--- config.mk ---
export PLATFORM = sky130hd
export DESIGN_NAME = ysyx_idu
export DESIGN_NICKNAME = d
export VERILOG_FILES = /design/src/rtl/ysyx_idu_pkg.sv /design/src/rtl/ysyx_idu_dec.sv /design/src/rtl/ysyx_idu.sv
export SDC_FILE = /design/constraint.sdc
export NUM_CORES = 1
export LEC_CHECK = 0
export ABC_AREA = 1
export BUFFER_PORTS_ARGS = -buffer_cell sky130_fd_sc_hd__clkbuf_2
export CAP_MARGIN = 10
export CORE_UTILIZATION = 46
export DETAILED_ROUTE_END_ITERATION = 8
export PLACE_DENSITY = 0.82
export SYNTH_ARGS = -nofsm -noshare
export SYNTH_HDL_FRONTEND = slang
export SYNTH_SLANG_ARGS = --single-unit
--- constraint.sdc ---
create_clock -name clk -period 3.69 [get_ports clk]
set_input_delay 0 -clock clk [delete_from_list [all_inputs] [get_ports clk]]
set_output_delay 0 -clock clk [all_outputs]
set_load 0.005 [all_outputs]
--- src/rtl/ysyx_idu_pkg.sv ---
`default_nettype none
// ============================================================================
// Module      : ysyx_idu_pkg
// Description : Shared RV32I/E decode constants: opcodes, instruction-class
//               codes, immediate-format selectors and special encodings.
// Revision    : 1.0 - initial release
// ============================================================================
package ysyx_idu_pkg;

    // Major opcodes (inst[6:0]); bits [1:0] are always 2'b11 for 32-bit insts
    localparam logic [6:0] c_OPC_LUI    = 7'b0110111;
    localparam logic [6:0] c_OPC_AUIPC  = 7'b0010111;
    localparam logic [6:0] c_OPC_JAL    = 7'b1101111;
    localparam logic [6:0] c_OPC_JALR   = 7'b1100111;
    localparam logic [6:0] c_OPC_BRANCH = 7'b1100011;
    localparam logic [6:0] c_OPC_LOAD   = 7'b0000011;
    localparam logic [6:0] c_OPC_STORE  = 7'b0100011;
    localparam logic [6:0] c_OPC_OPIMM  = 7'b0010011;
    localparam logic [6:0] c_OPC_OP     = 7'b0110011;
    localparam logic [6:0] c_OPC_FENCE  = 7'b0001111;
    localparam logic [6:0] c_OPC_SYSTEM = 7'b1110011;

    // Instruction class codes presented on opcls_o
    localparam logic [3:0] c_CLS_LUI    = 4'd0;
    localparam logic [3:0] c_CLS_AUIPC  = 4'd1;
    localparam logic [3:0] c_CLS_JAL    = 4'd2;
    localparam logic [3:0] c_CLS_JALR   = 4'd3;
    localparam logic [3:0] c_CLS_BRANCH = 4'd4;
    localparam logic [3:0] c_CLS_LOAD   = 4'd5;
    localparam logic [3:0] c_CLS_STORE  = 4'd6;
    localparam logic [3:0] c_CLS_OPIMM  = 4'd7;
    localparam logic [3:0] c_CLS_OP     = 4'd8;
    localparam logic [3:0] c_CLS_FENCE  = 4'd9;
    localparam logic [3:0] c_CLS_SYSTEM = 4'd10;
    localparam logic [3:0] c_CLS_NONE   = 4'd15;

    // ALU operation for non-ALU instructions
    localparam logic [3:0] c_ALU_NONE   = 4'b0000;

    // Immediate format selectors
    localparam logic [2:0] c_IMM_NONE   = 3'd0;
    localparam logic [2:0] c_IMM_I      = 3'd1;
    localparam logic [2:0] c_IMM_S      = 3'd2;
    localparam logic [2:0] c_IMM_B      = 3'd3;
    localparam logic [2:0] c_IMM_U      = 3'd4;
    localparam logic [2:0] c_IMM_J      = 3'd5;

    // Exact encodings of the environment-call instructions
    localparam logic [31:0] c_INST_ECALL  = 32'h0000_0073;
    localparam logic [31:0] c_INST_EBREAK = 32'h0010_0073;

endpackage
`default_nettype wire

--- src/rtl/ysyx_idu_dec.sv ---
`default_nettype none
// ============================================================================
// Module      : ysyx_idu_dec
// Description : Purely combinational RV32I/E decoder: register indices,
//               sign-extended immediate, ALU op, class, side-effect flags
//               and illegal-instruction detection.
// Revision    : 1.0 - initial release
// ============================================================================
module ysyx_idu_dec
    import ysyx_idu_pkg::*;
#(
    parameter int DATA_W = 32,
    parameter int RV32E  = 0
) (
    input  logic [31:0]       i_inst,
    output logic [4:0]        o_rs1,
    output logic [4:0]        o_rs2,
    output logic [4:0]        o_rd,
    output logic [DATA_W-1:0] o_imm,
    output logic [3:0]        o_alu_op,
    output logic [3:0]        o_opcls,
    output logic              o_wen,
    output logic              o_mem_ren,
    output logic              o_mem_wen,
    output logic              o_ecall,
    output logic              o_ebreak,
    output logic              o_ill
);

    logic [6:0]  w_opcode;
    logic [2:0]  w_funct3;
    logic        w_funct7_b5;
    logic [3:0]  w_cls;
    logic [2:0]  w_imm_sel;
    logic        w_known;
    logic        w_f3_ok;
    logic        w_writes;
    logic        w_use_rd;
    logic        w_use_rs1;
    logic        w_use_rs2;
    logic        w_e_bad;
    logic [31:0] w_imm32;

    assign w_opcode    = i_inst[6:0];
    assign w_funct3    = i_inst[14:12];
    assign w_funct7_b5 = i_inst[30];

    assign o_rs1 = i_inst[19:15];
    assign o_rs2 = i_inst[24:20];
    assign o_rd  = i_inst[11:7];

    // Opcode classification: class, immediate format, which register fields
    // are architecturally used, and whether funct3 is a defined encoding.
    // A non-11 low opcode pair never matches any case item, so it lands in
    // the default and is reported illegal.
    always_comb begin
        w_cls     = c_CLS_NONE;
        w_imm_sel = c_IMM_NONE;
        w_known   = 1'b0;
        w_f3_ok   = 1'b1;
        w_writes  = 1'b0;
        w_use_rd  = 1'b0;
        w_use_rs1 = 1'b0;
        w_use_rs2 = 1'b0;
        case (w_opcode)
            c_OPC_LUI: begin
                w_cls = c_CLS_LUI;   w_imm_sel = c_IMM_U; w_known = 1'b1;
                w_writes = 1'b1;     w_use_rd = 1'b1;
            end
            c_OPC_AUIPC: begin
                w_cls = c_CLS_AUIPC; w_imm_sel = c_IMM_U; w_known = 1'b1;
                w_writes = 1'b1;     w_use_rd = 1'b1;
            end
            c_OPC_JAL: begin
                w_cls = c_CLS_JAL;   w_imm_sel = c_IMM_J; w_known = 1'b1;
                w_writes = 1'b1;     w_use_rd = 1'b1;
            end
            c_OPC_JALR: begin
                w_cls = c_CLS_JALR;  w_imm_sel = c_IMM_I; w_known = 1'b1;
                w_writes = 1'b1;     w_use_rd = 1'b1;  w_use_rs1 = 1'b1;
                w_f3_ok = (w_funct3 == 3'b000);
            end
            c_OPC_BRANCH: begin
                w_cls = c_CLS_BRANCH; w_imm_sel = c_IMM_B; w_known = 1'b1;
                w_use_rs1 = 1'b1;     w_use_rs2 = 1'b1;
                w_f3_ok = (w_funct3 != 3'b010) && (w_funct3 != 3'b011);
            end
            c_OPC_LOAD: begin
                w_cls = c_CLS_LOAD;  w_imm_sel = c_IMM_I; w_known = 1'b1;
                w_writes = 1'b1;     w_use_rd = 1'b1;  w_use_rs1 = 1'b1;
                w_f3_ok = (w_funct3 != 3'b011) && (w_funct3 != 3'b110) &&
                          (w_funct3 != 3'b111);
            end
            c_OPC_STORE: begin
                w_cls = c_CLS_STORE; w_imm_sel = c_IMM_S; w_known = 1'b1;
                w_use_rs1 = 1'b1;    w_use_rs2 = 1'b1;
                w_f3_ok = (w_funct3 == 3'b000) || (w_funct3 == 3'b001) ||
                          (w_funct3 == 3'b010);
            end
            c_OPC_OPIMM: begin
                w_cls = c_CLS_OPIMM; w_imm_sel = c_IMM_I; w_known = 1'b1;
                w_writes = 1'b1;     w_use_rd = 1'b1;  w_use_rs1 = 1'b1;
            end
            c_OPC_OP: begin
                w_cls = c_CLS_OP;    w_known = 1'b1;
                w_writes = 1'b1;     w_use_rd = 1'b1;
                w_use_rs1 = 1'b1;    w_use_rs2 = 1'b1;
            end
            c_OPC_FENCE: begin
                // FENCE and FENCE.I only
                w_cls = c_CLS_FENCE; w_known = 1'b1;
                w_f3_ok = (w_funct3 == 3'b000) || (w_funct3 == 3'b001);
            end
            c_OPC_SYSTEM: begin
                // funct3==0 covers ecall/ebreak/xRET/WFI; others are CSR ops
                w_cls = c_CLS_SYSTEM; w_imm_sel = c_IMM_I; w_known = 1'b1;
                w_writes  = (w_funct3 != 3'b000);
                w_use_rd  = 1'b1;     w_use_rs1 = 1'b1;
                w_f3_ok   = (w_funct3 != 3'b100);
            end
            default: begin
                w_known = 1'b0;
            end
        endcase
    end

    // Immediate assembly in 32 bits; sign bit is always inst[31]
    always_comb begin
        w_imm32 = 32'd0;
        case (w_imm_sel)
            c_IMM_I: w_imm32 = {{20{i_inst[31]}}, i_inst[31:20]};
            c_IMM_S: w_imm32 = {{20{i_inst[31]}}, i_inst[31:25], i_inst[11:7]};
            c_IMM_B: w_imm32 = {{19{i_inst[31]}}, i_inst[31], i_inst[7],
                                i_inst[30:25], i_inst[11:8], 1'b0};
            c_IMM_U: w_imm32 = {i_inst[31:12], 12'd0};
            c_IMM_J: w_imm32 = {{11{i_inst[31]}}, i_inst[31], i_inst[19:12],
                                i_inst[20], i_inst[30:21], 1'b0};
            default: w_imm32 = 32'd0;
        endcase
    end

    assign o_imm = DATA_W'($signed(w_imm32));

    // ALU op: funct7[5] only distinguishes SUB/SRA and SRAI from SRLI
    always_comb begin
        o_alu_op = c_ALU_NONE;
        if (w_cls == c_CLS_OP) begin
            o_alu_op = {w_funct7_b5, w_funct3};
        end else if (w_cls == c_CLS_OPIMM) begin
            o_alu_op = {w_funct7_b5 & (w_funct3 == 3'b101), w_funct3};
        end
    end

    // RV32E: only the 16 low registers exist, and only fields the format
    // actually uses are checked (e.g. U-type immediate bits are not indices)
    assign w_e_bad = (RV32E != 0) &&
                     ((w_use_rd  && i_inst[11]) ||
                      (w_use_rs1 && i_inst[19]) ||
                      (w_use_rs2 && i_inst[24]));

    assign o_ill     = !w_known || !w_f3_ok || w_e_bad;
    assign o_ecall   = (i_inst == c_INST_ECALL);
    assign o_ebreak  = (i_inst == c_INST_EBREAK);
    assign o_opcls   = w_cls;
    assign o_wen     = w_writes && (o_rd != 5'd0) && !o_ill;
    assign o_mem_ren = (w_cls == c_CLS_LOAD)  && !o_ill;
    assign o_mem_wen = (w_cls == c_CLS_STORE) && !o_ill;

endmodule
`default_nettype wire

--- src/rtl/ysyx_idu.sv ---
`default_nettype none
// ============================================================================
// Module      : ysyx_idu
// Description : Decode stage. 2-entry skid buffer between fetch and execute
//               valid/ready handshakes; decodes the head entry. Flush drops
//               everything buffered plus any beat offered that cycle.
// Revision    : 1.0 - initial release
// ============================================================================
module ysyx_idu
    import ysyx_idu_pkg::*;
#(
    parameter int ADDR_W = 32,
    parameter int DATA_W = 32,
    parameter int RV32E  = 0
) (
    input  logic              clk,
    input  logic              rst,
    input  logic              prev_valid,
    output logic              ready_o,
    input  logic [DATA_W-1:0] inst,
    input  logic [ADDR_W-1:0] pc,
    input  logic              flush,
    output logic              valid_o,
    input  logic              next_ready,
    output logic [ADDR_W-1:0] pc_o,
    output logic [DATA_W-1:0] inst_o,
    output logic [4:0]        rs1_o,
    output logic [4:0]        rs2_o,
    output logic [4:0]        rd_o,
    output logic [DATA_W-1:0] imm_o,
    output logic [3:0]        alu_op_o,
    output logic [3:0]        opcls_o,
    output logic              wen_o,
    output logic              mem_ren_o,
    output logic              mem_wen_o,
    output logic              ecall_o,
    output logic              ebreak_o,
    output logic              ill_inst_o
);

    logic [ADDR_W-1:0] r_pc   [2];
    logic [DATA_W-1:0] r_inst [2];
    logic              r_rd_ptr;
    logic              r_wr_ptr;
    logic [1:0]        r_count;

    logic              w_enq;
    logic              w_deq;
    logic              w_wen;
    logic              w_mem_ren;
    logic              w_mem_wen;
    logic              w_ecall;
    logic              w_ebreak;

    // Handshake outputs come from registered state only (plus reset)
    assign ready_o = !rst && (r_count != 2'd2);
    assign valid_o = !rst && (r_count != 2'd0);

    assign w_enq = prev_valid && ready_o && !flush;
    assign w_deq = valid_o && next_ready;

    // Occupancy and pointer update; reset, then flush, take priority
    always_ff @(posedge clk) begin
        if (rst) begin
            r_count  <= 2'd0;
            r_rd_ptr <= 1'b0;
            r_wr_ptr <= 1'b0;
        end else if (flush) begin
            r_count  <= 2'd0;
            r_rd_ptr <= r_wr_ptr;
        end else begin
            if (w_enq) begin
                r_wr_ptr <= ~r_wr_ptr;
            end
            if (w_deq) begin
                r_rd_ptr <= ~r_rd_ptr;
            end
            case ({w_enq, w_deq})
                2'b10:   r_count <= r_count + 2'd1;
                2'b01:   r_count <= r_count - 2'd1;
                default: r_count <= r_count;
            endcase
        end
    end

    // Entry storage: payload only, no reset needed
    always_ff @(posedge clk) begin
        if (w_enq) begin
            r_pc[r_wr_ptr]   <= pc;
            r_inst[r_wr_ptr] <= inst;
        end
    end

    assign pc_o   = r_pc[r_rd_ptr];
    assign inst_o = r_inst[r_rd_ptr];

    ysyx_idu_dec #(
        .DATA_W (DATA_W),
        .RV32E  (RV32E)
    ) u_dec (
        .i_inst    (inst_o[31:0]),
        .o_rs1     (rs1_o),
        .o_rs2     (rs2_o),
        .o_rd      (rd_o),
        .o_imm     (imm_o),
        .o_alu_op  (alu_op_o),
        .o_opcls   (opcls_o),
        .o_wen     (w_wen),
        .o_mem_ren (w_mem_ren),
        .o_mem_wen (w_mem_wen),
        .o_ecall   (w_ecall),
        .o_ebreak  (w_ebreak),
        .o_ill     (ill_inst_o)
    );

    // Side-effect flags are forced low on empty so stale/unknown entries
    // can never trigger writes downstream
    assign wen_o     = valid_o && w_wen;
    assign mem_ren_o = valid_o && w_mem_ren;
    assign mem_wen_o = valid_o && w_mem_wen;
    assign ecall_o   = valid_o && w_ecall;
    assign ebreak_o  = valid_o && w_ebreak;

endmodule
`default_nettype wire

Word-level counts from Yosys, hierarchy flattened
Memory sizes are Yosys's and may differ from the RTL's. A register that Yosys moved wholly into a read port is not among the register bits.
Index checks and enable logic that the tools add are counted.
Word-level totals
  register bits: 4
  logic and storage cells: 98
  output and inout port bits: 127
  bits in writable memories: 128
  memories kept: 2
  bits of input ports: 69
Cells by class
  add/subtract/negate cells: 2
  eq/ne operators: 33
  bitwise operators: 4
  reduce and logical (&&, ||, !) cells: 37
  multiplexer cells: 17
Memory list
  r_inst: depth 2, width 32, read ports 1, clocked after memory_dff 1, wr ports 1, RTL line ysyx_idu.sv:42  | logic [DATA_W-1:0] r_inst [2];
  r_pc: depth 2, width 32, read ports 1, clocked after memory_dff 1, wr ports 1, RTL line ysyx_idu.sv:41  | logic [ADDR_W-1:0] r_pc [2];
Operator list (count)
  32-bit case mux with 5 select lines: 1
  4-bit case mux with 11 select lines: 1
  32-bit by 21-bit == test with 1-bit output (second input constant): 1
  32-bit by 7-bit == test with 1-bit output (second input constant): 1
  7-bit == test (second input constant): 4
  7-bit by 6-bit == test with 1-bit output (second input constant): 3
  1-bit logical AND: 17
  3-bit case mux with 5 select lines: 1
  7-bit by 5-bit == test with 1-bit output (second input constant): 2
  4-bit by 3-bit == test with 1-bit output (second input constant): 3
  11-bit OR reduction: 1
  3-bit by 2-bit == test with 1-bit output (second input constant): 3
  3-bit == test (second input constant): 3
  1-bit 2-to-1 mux: 9
  3-bit inequality test (second input constant): 3
  4-bit 2-to-1 mux: 2
  7-bit by 2-bit == test with 1-bit output (second input constant): 1
  7-bit by 4-bit == test with 1-bit output (second input constant): 1
  7-bit OR reduction: 1
  3-bit by 1-bit == test with 1-bit output (second input constant): 2
  3-bit by 2-bit inequality test with 1-bit output (second input constant): 2
  1-bit case mux with 6 select lines: 1
  2-bit nonzero test: 3
  1-bit logical NOT: 5
  17 further kinds: 22

Logic depth before layout (Yosys ltp)
  depth in word-level cells: 9
  mapped depth: 15
  gate-level depth less buffers: 12

Modules after synthesis
Synthesis repeated with hierarchy kept, for this count alone.
Unflattened totals
  cells, all modules: 437
  area, all modules: 6312.3 sq um
By module, submodules not included
  ysyx_idu: instances 1, area each 5221.3 sq um, seq. area each 3943.8 sq um, cells an instance 250
  ysyx_idu_dec: instances 1, area each 1091.0 sq um, seq. area each 0.0 sq um, cells an instance 187

Least setup slack after synthesis
No wires, ideal clock.
  path type: register to register
  start point: register r_count[0]
  end point: memory r_inst[1][0] (enable)
  required time: 3202 ps
  path slack: -263 ps
  arrival time: 3464 ps
  buffers on the path: 0
  period minus slack after synthesis: 3953 ps
  stages on the path, launching flop included: 5
  setup time: 488 ps
  cell sequence: dfxtp_1 > inv_1 > a21oi_1 > nand3_1 > nor2_1
On the way
  word-level cells in the longest chain between the ends: 6
RTL lines
  from (decl): RTL line ysyx_idu.sv:45  | logic [1:0] r_count;
  from (signal assigned): RTL line ysyx_idu.sv:79  | 2'b10: r_count <= r_count + 2'd1;
  from (signal assigned): RTL line ysyx_idu.sv:80  | 2'b01: r_count <= r_count - 2'd1;
  from (signal assigned): RTL line ysyx_idu.sv:81  | default: r_count <= r_count;
  2-bit inequality test: RTL line ysyx_idu.sv:56  | assign ready_o = !rst && (r_count != 2'd2);
  1-bit logical AND: RTL line ysyx_idu.sv:56
  net ready_o: RTL line ysyx_idu.sv:19  | output logic ready_o,
  1-bit logical AND (2 in a row): RTL line ysyx_idu.sv:59  | assign w_enq = prev_valid && ready_o && !flush;
  1-bit 2-to-1 mux: RTL line ysyx_idu.sv:88  | if (w_enq) begin
  1-bit 2-to-1 mux (implied by the code): RTL line ysyx_idu.sv:90  | r_inst[r_wr_ptr] <= inst;
  to (decl): RTL line ysyx_idu.sv:42
The timed path passes the listed nets, and every way through them passes these cells.

==> flow_summary.json <==
{
  "async_flop_share_pct": 0,
  "clkLatencyLatePin_ns": 0.41,
  "switchingPower_mw": 0.799,
  "die_h_um": 118,
  "syn-num-nets": 666,
  "dpl-instance-area_mm2": 0.00717,
  "drt_iter0_markers": 503,
  "slew_viol_final": 0,
  "worstPathCellList": "buf_4, nand2_1, nand2_4, nor2_1, nand2_1, nand2_1, o21ai_1, buf_4, nand2_1, clkbuf_2",
  "grt_use_total_pct": 23.4,
  "pwr-share-comb_pct": 10.3,
  "p_per_area_mw_per_mm2": 432,
  "setup_tns_ns": 0,
  "status": "finished clean",
  "p_clk_share_pct": 42.8,
  "setup_slack_ns": 0.578,
  "crit_family": "buffers and inverters",
  "swShare_pct": 22.0,
  "clock_sinks": 133,
  "path_class": "flop to output port",
  "routed_wl_mm": 15.9,
  "avgSynthCellArea_um2": 10.4,
  "h-tree-depth": 4,
  "antenna_left": 0,
  "grt_pass1_vias": 4836,
  "power_frac_seq_pct": 46.9,
  "rsz0062_at_grt": "false",
  "rows": 41,
  "irDropWorstVdd_mv": 0.427,
  "fin_cells": 1035,
  "synthDistinctLibCells": 45,
  "endpoint_kind": "output port",
  "die-area_mm2": 0.0139,
  "synth_most_common_cell": "nand2_1",
  "stdcell_area_mm2": 0.00840,
  "clkTransAtPathRegs_ns": 0.05,
  "vias": 5110,
  "first_pass_iters": 6,
  "cts_tree": "yes",
  "portBuffers": 195,
  "syn_inst": 596,
  "die_w_um": 118,
  "hold_violations": 0,
  "p_int_mw": 2.83,
  "cp-start-kind": "flop",
  "period_share_pct": 84.3,
  "viasPerCell": 4.94,
  "crit_fanout": 28,
  "drive_above_1_share_pct": 30.9,
  "slowest_delay_ns": 0.74,
  "post-place-ws_ns": 1.05,
  "remaining_drc_errors": 0,
  "worstMarginPinSlew_ns": 0.932,
  "grt_pass1_wl_mm": 24.8,
  "yosysSeqAreaShare_pct": 63.8,
  "timing.critical_path.buf_inv": 3,
  "critPathRequiredTime_ns": 3.69,
  "grt-ovfl-total": 0,
  "routabilityCongestion": 0.954,
  "yosysTopAreaCellShare_pct": 62.2,
  "fin_nets": 918,
  "ys_warn_count": 0,
  "slowest_stage": "o21ai_1",
  "dp_cells": 934,
  "wl_per_cell_um": 15.4,
  "final.setup_skew_ns": 0.00580,
  "synth_largest_area_cell": "edfxtp_1",
  "fmax_mhz": 321,
  "start_util_pct": 48.0,
  "synthTopCellsByArea": "edfxtp_1 62%, nand2_1 13%, inv_1 2.6%",
  "finalCriticalPeriod_ns": 3.11,
  "clock-root-buffer": "clkbuf_16",
  "utilization_pct": 65.2,
  "post-cts-setup-buffer-count": 0,
  "multi_input_comb_area_mm2": 0.00180,
  "setup_viol": 0,
  "cp_data_arrival_time_ns": 3.11,
  "ff_latch_area_mm2": 0.00395,
  "synth-edff-count": 128,
  "grt_max_degree": 69,
  "syn_to_final_growth_pct": 35.9,
  "clk_path_buf_depth": 2,
  "holdCritPathClass": "input pin to flop",
  "leakage_nw": 3.85,
  "crit_top_cell": "nand2_1",
  "hpwlAfterDp_mm": 10.6,
  "core_mm2": 0.0129,
  "cap_violations": 0,
  "synth_area_mm2": 0.00618,
  "ys_ff_latch": 133,
  "boundaryPins": 196,
  "nFillCells": 998,
  "grt_antenna_before_repair": 2,
  "cts_buffers": 17,
  "synth_flop_cell": "edfxtp_1",
  "slew_headroom_pct": 37.5,
  "ys_top_cells_by_count": "209 x nand2_1, 128 x edfxtp_1, 42 x inv_1"
}
==> cell families (layout without fill, tap and decap cells) <==
family / count (synthesis) / after routing / share of synthesized area, %
buf+inv: 84 / 349 / 7.39
other cells: 0 / 2 / 0
fa+ha+maj: 1 / 1 / 0.202
simple gates: 319 / 319 / 23.2
compound gates: 59 / 59 / 5.44
flops: 133 / 133 / 63.8
==> worst paths after layout <==
kind	start	end	slack, ns	depth (start not counted)
max	flop	imm_o[20]	0.58	10
min reg2reg	r_count[1]$_SDFFE_PP0P_	r_count[1]$_SDFFE_PP0P_	0.49	2
max reg2reg	r_count[0]$_SDFFE_PP0P_	r_count[1]$_SDFFE_PP0P_	1.74	9
min	prev_valid	r_wr_ptr$_SDFFE_PP0P_	0.15	4
==> per-layer routing <==
metal	vias up	track usage, %	share of wire [%]
met5	-	0	0
met4	0	8.01	1.2
met3	19	6.88	7.9
met2	248	39.8	51
met1	2356	28.2	40
li1	2487	-	-
==> power groups by stage <==
stage | logic (mW) | clock network [mW] | registers (mW)
detailed placement | 0.311 | 0 | 1.73
global placement | 0.306 | 0 | 1.73
floorplan | 0.176 | 0 | 1.73
finish | 0.372 | 1.55 | 1.70
CTS | 0.369 | 1.57 | 1.70
global route | 0.407 | 1.64 | 1.70
==> worst register-to-register path, stage by stage (launching register included) <==
cell and delay [ns]:
dfxtp_1 0.34, inv_1 0.08, a21oi_1 0.49, nand2_1 0.16, inv_1 0.09, ha_1 0.24
a21oi_1 0.11, o21ai_0 0.11, o21ai_0 0.15, a21oi_1 0.05
==> state kept, by name, indices dropped and copies added (netlist names), named ones only <==
register  cells
r_wr_ptr      1
r_inst       64
r_pc         64
r_rd_ptr      1
r_count       2
==> layout make-up <==
class                           count  area share [%]
Sequential cell                   133            47.0
Multi-Input combinational cell    379            21.4
Timing Repair Buffer              269            20.2
Clock buffer                       20            5.20
Tap cell                          172            2.56
Inverter                           48            2.25
Clock inverter                     12            1.34
Antenna cell                        2          0.0596
==> layout by cell type, fill, tap and decap left out, types with 17 or more instances in the layout <==
cell / netlist / layout
dlygate4sd3_1: 0 / 67
inv_1: 42 / 42
clkbuf_16: 0 / 17
nor2_1: 33 / 31
edfxtp_1: 128 / 128
nor3_1: 17 / 17
a21oi_1: 22 / 22
clkbuf_2: 0 / 195
nand2_1: 209 / 209
==> timing repair <==
| action | CTS | global route |
|---|---|---|
| resized for setup | 0 | 0 |
| hold endpoints to repair | 133 | 0 |
| hold buffers | 67 | 0 |
==> per-stage QoR <==
step | power, mW | hold WS, ns
6_report | 3.63 | 0.147
5_1_grt | 3.75 | 0.161
4_1_cts | 3.64 | 0.131
3_5_place_dp | 2.04 | 0.193
3_3_place_gp | 2.04 | 0.189
2_1_floorplan | 1.90 | 0.0351
Power figures use the tool's default switching activity.
